**src/rtl/matrix_64x64_fb_write_ctrl.sv**
```systemverilog
// Write-side controller for the 64x64 18bpp double-buffered LED matrix driver:
// arbitrates two pixel requesters, runs back-buffer fills and sequences page flips.
module matrix_64x64_fb_write_ctrl #(
    parameter bit RR_ENABLE = 1'b1
) (
    input  logic        clk,
    input  logic        rst,

    input  logic        q0_valid,
    output logic        q0_ready,
    input  logic [5:0]  q0_x,
    input  logic [5:0]  q0_y,
    input  logic [17:0] q0_data,

    input  logic        q1_valid,
    output logic        q1_ready,
    input  logic [5:0]  q1_x,
    input  logic [5:0]  q1_y,
    input  logic [17:0] q1_data,

    input  logic        fill_req,
    input  logic [17:0] fill_color,
    input  logic        flip_req,
    output logic        cmd_ready,
    output logic        flip_done,
    output logic        busy,

    output logic        wr,
    output logic [12:0] wr_addr,
    output logic [17:0] wr_data,
    output logic        buffer_select,
    input  logic        buffer_current
);

    typedef enum logic [1:0] {
        ST_RUN,
        ST_FILL,
        ST_FLIP_WAIT
    } state_t;

    state_t      r_state;
    logic        r_wr;
    logic [12:0] r_wr_addr;
    logic [17:0] r_wr_data;
    logic        r_buffer_select;
    logic        r_flip_pend;
    logic        r_flip_done;
    logic [11:0] r_cnt;
    logic [17:0] r_fill_color;
    logic        r_last_winner;

    state_t      w_state_nxt;
    logic        w_wr_nxt;
    logic [12:0] w_wr_addr_nxt;
    logic [17:0] w_wr_data_nxt;
    logic        w_buffer_select_nxt;
    logic        w_flip_pend_nxt;
    logic        w_flip_done_nxt;
    logic [11:0] w_cnt_nxt;
    logic [17:0] w_fill_color_nxt;
    logic        w_last_winner_nxt;

    logic        w_back;
    logic        w_cmd_ready;
    logic        w_cmd_take;
    logic        w_xfer_en;
    logic        w_gnt0;
    logic        w_gnt1;

    assign w_back      = ~r_buffer_select;
    assign w_cmd_ready = !rst && (r_state == ST_RUN) && !r_flip_pend;
    assign w_cmd_take  = w_cmd_ready && (fill_req || flip_req);
    // A cycle that accepts a command carries no pixel transfer.
    assign w_xfer_en   = w_cmd_ready && !w_cmd_take;

    // On a tie, round-robin hands the grant to whoever did not win last.
    assign w_gnt1 = q1_valid && (!q0_valid || (RR_ENABLE && !r_last_winner));
    assign w_gnt0 = q0_valid && !w_gnt1;

    assign q0_ready      = w_xfer_en && w_gnt0;
    assign q1_ready      = w_xfer_en && w_gnt1;
    assign cmd_ready     = w_cmd_ready;
    assign busy          = (r_state != ST_RUN) || r_flip_pend;
    assign flip_done     = r_flip_done;
    assign wr            = r_wr;
    assign wr_addr       = r_wr_addr;
    assign wr_data       = r_wr_data;
    assign buffer_select = r_buffer_select;

    // NOTE: every signal gets a default before the case so no path can infer a latch.
    always_comb begin
        w_state_nxt         = r_state;
        w_wr_nxt            = 1'b0;
        w_wr_addr_nxt       = r_wr_addr;
        w_wr_data_nxt       = r_wr_data;
        w_buffer_select_nxt = r_buffer_select;
        w_flip_pend_nxt     = r_flip_pend;
        w_flip_done_nxt     = 1'b0;
        w_cnt_nxt           = r_cnt;
        w_fill_color_nxt    = r_fill_color;
        w_last_winner_nxt   = r_last_winner;

        unique case (r_state)
            ST_RUN: begin
                if (r_flip_pend) begin
                    w_buffer_select_nxt = ~r_buffer_select;
                    w_flip_pend_nxt     = 1'b0;
                    w_state_nxt         = ST_FLIP_WAIT;
                end else if (w_cmd_ready && fill_req) begin
                    // The first fill word is issued on acceptance so writes start next cycle.
                    w_fill_color_nxt = fill_color;
                    w_wr_nxt         = 1'b1;
                    w_wr_addr_nxt    = {w_back, 12'd0};
                    w_wr_data_nxt    = fill_color;
                    w_cnt_nxt        = 12'd1;
                    w_flip_pend_nxt  = flip_req;
                    w_state_nxt      = ST_FILL;
                end else if (w_cmd_ready && flip_req) begin
                    w_buffer_select_nxt = ~r_buffer_select;
                    w_state_nxt         = ST_FLIP_WAIT;
                end else if (q0_ready) begin
                    w_wr_nxt          = 1'b1;
                    w_wr_addr_nxt     = {w_back, q0_y, q0_x};
                    w_wr_data_nxt     = q0_data;
                    w_last_winner_nxt = 1'b0;
                end else if (q1_ready) begin
                    w_wr_nxt          = 1'b1;
                    w_wr_addr_nxt     = {w_back, q1_y, q1_x};
                    w_wr_data_nxt     = q1_data;
                    w_last_winner_nxt = 1'b1;
                end
            end
            ST_FILL: begin
                w_wr_nxt      = 1'b1;
                w_wr_addr_nxt = {w_back, r_cnt};
                w_wr_data_nxt = r_fill_color;
                w_cnt_nxt     = r_cnt + 12'd1;
                // A pending flip is launched from RUN on the following cycle.
                if (r_cnt == 12'hFFF) begin
                    w_state_nxt = ST_RUN;
                end
            end
            ST_FLIP_WAIT: begin
                if (buffer_current == r_buffer_select) begin
                    w_flip_done_nxt = 1'b1;
                    w_state_nxt     = ST_RUN;
                end
            end
            default: begin
                w_state_nxt = ST_RUN;
            end
        endcase
    end

    // NOTE: state is updated with non-blocking assignments so all registers see pre-edge values.
    always_ff @(posedge clk) begin
        if (rst) begin
            r_state         <= ST_RUN;
            r_wr            <= 1'b0;
            r_wr_addr       <= 13'd0;
            r_wr_data       <= 18'd0;
            r_buffer_select <= 1'b0;
            r_flip_pend     <= 1'b0;
            r_flip_done     <= 1'b0;
            r_cnt           <= 12'd0;
            r_fill_color    <= 18'd0;
            r_last_winner   <= 1'b1;
        end else begin
            r_state         <= w_state_nxt;
            r_wr            <= w_wr_nxt;
            r_wr_addr       <= w_wr_addr_nxt;
            r_wr_data       <= w_wr_data_nxt;
            r_buffer_select <= w_buffer_select_nxt;
            r_flip_pend     <= w_flip_pend_nxt;
            r_flip_done     <= w_flip_done_nxt;
            r_cnt           <= w_cnt_nxt;
            r_fill_color    <= w_fill_color_nxt;
            r_last_winner   <= w_last_winner_nxt;
        end
    end

endmodule

```
**config.mk**
```make
export PLATFORM = sky130hd
export DESIGN_NAME = matrix_64x64_fb_write_ctrl
export DESIGN_NICKNAME = d
export VERILOG_FILES = /design/src/rtl/matrix_64x64_fb_write_ctrl.sv
export SDC_FILE = /design/constraint.sdc
export NUM_CORES = 1
export LEC_CHECK = 0
export BUFFER_PORTS_ARGS = -buffer_cell sky130_fd_sc_hd__buf_4
export CAP_MARGIN = 20
export CORE_MARGIN = 2
export CORE_UTILIZATION = 45
export CTS_CLUSTER_DIAMETER = 30
export DETAILED_ROUTE_END_ITERATION = 8
export PLACE_DENSITY_LB_ADDON = 0.05
export SYNTH_ARGS = -nofsm -noshare
export SYNTH_HDL_FRONTEND = slang
export SYNTH_SLANG_ARGS = --single-unit
```
**constraint.sdc**
```tcl
create_clock -name clk -period 1.9 [get_ports clk]
set_input_delay 0.095 -clock clk [delete_from_list [all_inputs] [get_ports clk]]
set_output_delay 0.095 -clock clk [all_outputs]
set_load 0.03 [all_outputs]
```
* Word level (Yosys, flattened, before mapping)
Index checks and enable logic that the tools add are counted.
Operators by class: multiply operators 0, div/mod/pow operators 0, equality and inequality tests 12, reductions and logical operators 31, $lt $le $gt $ge 0, shift-type cells 0, bitwise operators 5, add/sub/neg operators 1, multiplexer cells 35
Operators by type and width (count):
- $mux W18 | 5
- $mux W13 | 5
- $pmux W18 S2 | 1
- $pmux W13 S2 | 1
- $mux W12 | 2
- $pmux W12 S2 | 1
- $mux W1 | 13
- $add A12 B1 Y12 const B | 1
- $eq A12 B12 Y1 const B | 1
- $reduce_and A3 Y1 | 4
- $logic_and A1 B1 Y1 | 10
- $mux W2 | 5
- $ne A2 B2 Y1 const B | 4
- $reduce_bool A2 Y1 | 4
- $logic_not A1 Y1 | 6
- $pmux W2 S3 | 1
- $not A1 Y1 | 5
- $reduce_and A5 Y1 | 1
- $ne A4 B2 Y1 const B | 1
- $ne A4 B3 Y1 const B | 1
- $reduce_and A4 Y1 | 1
- $logic_or A1 B1 Y1 | 3
- $ne A3 B3 Y1 const B | 1
- $eq A2 B1 Y1 const B | 1
- 6 further kinds | 6
Word-level totals: register bits 68, input bits 85, bits in latches 0, logic and storage cells 94, bits in writable memories 0, memory bits (read-only) 0, memories 0

* Depth between registers and ports, before layout
depth in word-level cells 13, mapped depth 9, gate-level depth less buffers 6

* Worst setup path after synthesis
OpenSTA, ideal clock, no wires.
kind reg2out, start register r_state[1], end output port q1_ready, setup slack -58 ps, data required time 1805 ps, data arrival time 1863 ps, stages on the path, launching flop included 8, cells stage by stage dfxtp_1 buf_6 or4_4 buf_6 inv_12 buf_12 nand3_1 a21oi_1
On the way: word-level cells in the longest chain between the ends 7
RTL lines:
- from (decl) | RTL line 41 | state_t r_state;
- from (signal assigned) | RTL line 169 | r_state <= w_state_nxt;
- $logic_not A2 Y1 (*) | RTL line 71 | assign w_cmd_ready = !rst && (r_state == ST_RUN) && !r_flip_pend;
- $logic_and A1 B1 Y1 (*) (2 in series) | RTL line 71
- via cmd_ready | RTL line 24 | output logic cmd_ready,
- $logic_and A1 B1 Y1 | RTL line 72 | assign w_cmd_take = w_cmd_ready && (fill_req || flip_req);
- $logic_not A1 Y1 | RTL line 74 | assign w_xfer_en = w_cmd_ready && !w_cmd_take;
- $logic_and A1 B1 Y1 (*) | RTL line 74
- $logic_and A1 B1 Y1 (*) | RTL line 81 | assign q1_ready = w_xfer_en && w_gnt1;
- to (decl) | RTL line 16 | output logic q1_ready,
Mark *: on every way through the listed nets, which the timed path passes. The rest lies on a longest branch.

* Worst setup path after layout
start register r_state[1], end register r_wr_data[12] (netlist: wr_data[12])
On the way: word-level cells in the longest chain between the ends 12, elaborated cells on any way between the ends 21
RTL lines:
- $logic_not A2 Y1 | RTL line 71, 103
- $logic_and A1 B1 Y1 (2 in series) | RTL line 71
- $logic_and A1 B1 Y1 | RTL line 72
- $logic_not A1 Y1 | RTL line 74
- $logic_and A1 B1 Y1 | RTL line 74
- $logic_and A1 B1 Y1 | RTL line 80 | assign q0_ready = w_xfer_en && w_gnt0;
- $mux W18 | RTL line 121 | end else if (q0_ready) begin
- $mux W18 | RTL line 118 | end else if (w_cmd_ready && flip_req) begin
- $mux W18 | RTL line 109 | end else if (w_cmd_ready && fill_req) begin
- $mux W18 | RTL line 105 | if (r_flip_pend) begin
- $pmux W18 S2 | RTL line 103 | unique case (r_state)
- to (signal assigned) | RTL line 172 | r_wr_data <= w_wr_data_nxt;
- to (decl) | RTL line 44 | logic [17:0] r_wr_data;
Several ways; a longest one is shown, not always the timed one. The select of a mux whose other input is x is not followed. A chain may end at the register's enable or synchronous reset.

==> reports/results.tsv <==
metric	value	unit
synth_area	3890	um2
powerDensity	830	nW/um2
root_buffer	clkbuf_8	
path_clk_slew	80	ps
dp.cells	678	
die_x	97.0	um
syn2layout_area_growth	36.4	%
die_area	9410	um2
max-cap-violations	0	
power.switching	1.59	mW
hold_path_class	in -> reg	
design_area	5310	um2
cp.buffers_inverters	1	
seqPwrFrac	0.375	
max_freq	0.540	GHz
finalSetupTns	0	ps
final_util	0.639	
slew_headroom	0.645	
antenna_found_initial	0	
synth-seq-cells	68	
power	4.41	mW
core	8300	um2
dr.pass1.iters	5	
intPower	2.82	mW
num_rows	33	
synth-compound-area-share	0.303	
synth_seq_area_share	0.350	
synth_nets	562	
place_area	4890	um2
grt_max_degree	35	
cellLeakagePower	2.16	nW
port_buffers	122	
synth_ff_type	dfxtp_1	
synth-edff-count	0	
die_y	97.0	um
path_cells	buf_4, or2_2, o31ai_1, a311oi_2	
grt_pass1_wl	19.0	mm
synthSimpleGateAreaFrac	0.253	
crit_type	reg -> reg	
final_nets	690	
timing.final.crit_share	0.975	
numCtsBuffers	9	
netlist_instances	476	
worstPathRequired	2110	ps
slowest_delay	550	ps
fin_worst_skew	10.2	ps
diodes	0	
layout_commonest_cell	buf_4	
critPathSlowestCell	o31ai_1	
drive_above_1_share	0.340	
vias	4161	
muxShareOfSynthArea	0	
dr.first_iter.drc_count	259	
peakVddDrop	0.389	mV
cts.htree.levels	3	
insertion_delay	350	ps
async_flop_share	0	
track_usage	0.247	
via_per_inst	5.83	
worst_pin_slew	528	ps
grt_pass1_vias	3728	
synth_adder_area_share	0.00322	
setup_violations	0	
postSynthAreaPerCell	8.17	um2
slew_viol_final	0	
rsz0062_at_grt	no	
overflow	0	
hold_viol	0	
ys_warn_count	0	
start_util	0.469	
ant_nets	0	
avgRoutedWirePerCell	17.0	um
layout_common_cells	buf_4, a21oi_1, dfxtp_1	
arrival	2060	ps
place.gp.congestion	0.856	
cts_tree	done	
clk_path_buf_depth	2	
min_period	1850	ps
clkSinkCount	68	
critPathTopFamily	compound AO/OA/AOI/OAI gates	
pin_count	123	
layout.cells.non_filler	714	
comb_power_share	0.359	
drc	0	
status	finished, final reports clean	
clock_power_share	0.266	
synth_top_family_by_area	compound AO/OA/AOI/OAI gates	
synth-xor-area-share	0.0158	
wl	12.1	mm
place_hpwl	8.59	mm
synth.distinct_cells	47	
cp-end-kind	flip-flop	
netSwitchingFraction	0.361	
cp-start-kind	flip-flop	
cp_max_fo	21	
-- registers in the layout, indices dropped and copies added, names as in the netlist --
signal         flops
r_last_winner      1
r_fill_color      18
wr_data           18
flip_done          1
wr                 1
wr_addr           13
r_cnt             12
r_flip_pend        1
buffer_select      1
r_state            2
-- worst paths after layout --
| check | start | end | slack [ps] | depth (start not counted) |
|---|---|---|---|---|
| worst max-delay path | r_state[1] | wr_data[12] | 50 | 4 |
| worst min register to register | r_fill_color[9] | r_fill_color[9] | 450 | 2 |
| worst max register to register | r_state[1] | wr_data[12] | 50 | 4 |
| worst min-delay path | fill_color[10] | r_fill_color[10] | 6 | 3 |
-- final cells by class --
class | instances | area, um2
Inverter | 7 | 51.3
Fill cell | 726 | 2990
Tap cell | 105 | 131
Multi-Input combinational cell | 352 | 2260
Clock buffer | 9 | 124
Sequential cell | 68 | 1360
Timing Repair Buffer | 165 | 1290
Timing Repair inverter | 1 | 11.3
Clock inverter | 7 | 67.6
-- Yosys cell counts (12+ instances only) --
library cell  count  area [um2]
nand2b_1         14        87.6
dfxtp_1          68        1360
nand3_1          31         155
nand4_1          14        87.6
a21oi_1          69         345
a211o_1          12         105
a211oi_2         12         150
o31ai_1          29         218
and3_1           20         125
clkbuf_1         37         139
nand2_1          53         199
nor2_1           12        45.0
or3_1            25         156
-- routing by layer --
metal | routed length (um) | track usage | up-vias
li1 | - | - | 2027
met1 | 5710 | 0.358 | 1913
met2 | 5250 | 0.361 | 200
met3 | 910 | 0.0535 | 21
met4 | 253 | 0.0867 | 0
met5 | 0 | 0 | -
-- kinds of logic after synthesis --
group                      Yosys count
AOI/OAI and AO/OA                  161
xor gates and xnor gates             7
adders and majority gates            1
buffers and inverters               56
DFF                                 68
and+or+nand+nor                    183
-- what timing repair did --
action | in CTS | in global routing
endpoints found under the setup margin | 2 | 26
hold buffers | 11 | 0
buffers inserted | 5 | 3
resized for setup | 3 | 7
pin swaps | 1 | 4
cloned | 1 | 0
hold endpoints to repair | 11 | 0
-- worst reg2reg max path: cells and delay by family (launching register included) --
kind | cells | cell delay (ps)
flip-flops | 1 | 310
AND/OR/NAND/NOR | 1 | 490
buffers and inverters | 1 | 190
AO/OA/AOI/OAI | 2 | 730
-- per-stage QoR --
step                setup slack (ps)  hold WS, ps
global route                    9.30         7.95
finish                          47.8         5.80
global placement                50.1          354
detailed placement              22.1          361
floorplan                       3.32          231
CTS                            -7.24        0.184
-- power groups by stage --
stage	logic (mW)	clock network, mW	registers (mW)
floorplan	0.784	0	1.87
global placement	1.49	0	1.68
detailed placement	1.51	0	1.68
CTS	1.56	1.19	1.65
global route	1.69	1.25	1.67
finish	1.58	1.17	1.65
(Power assumes the default switching activity.)
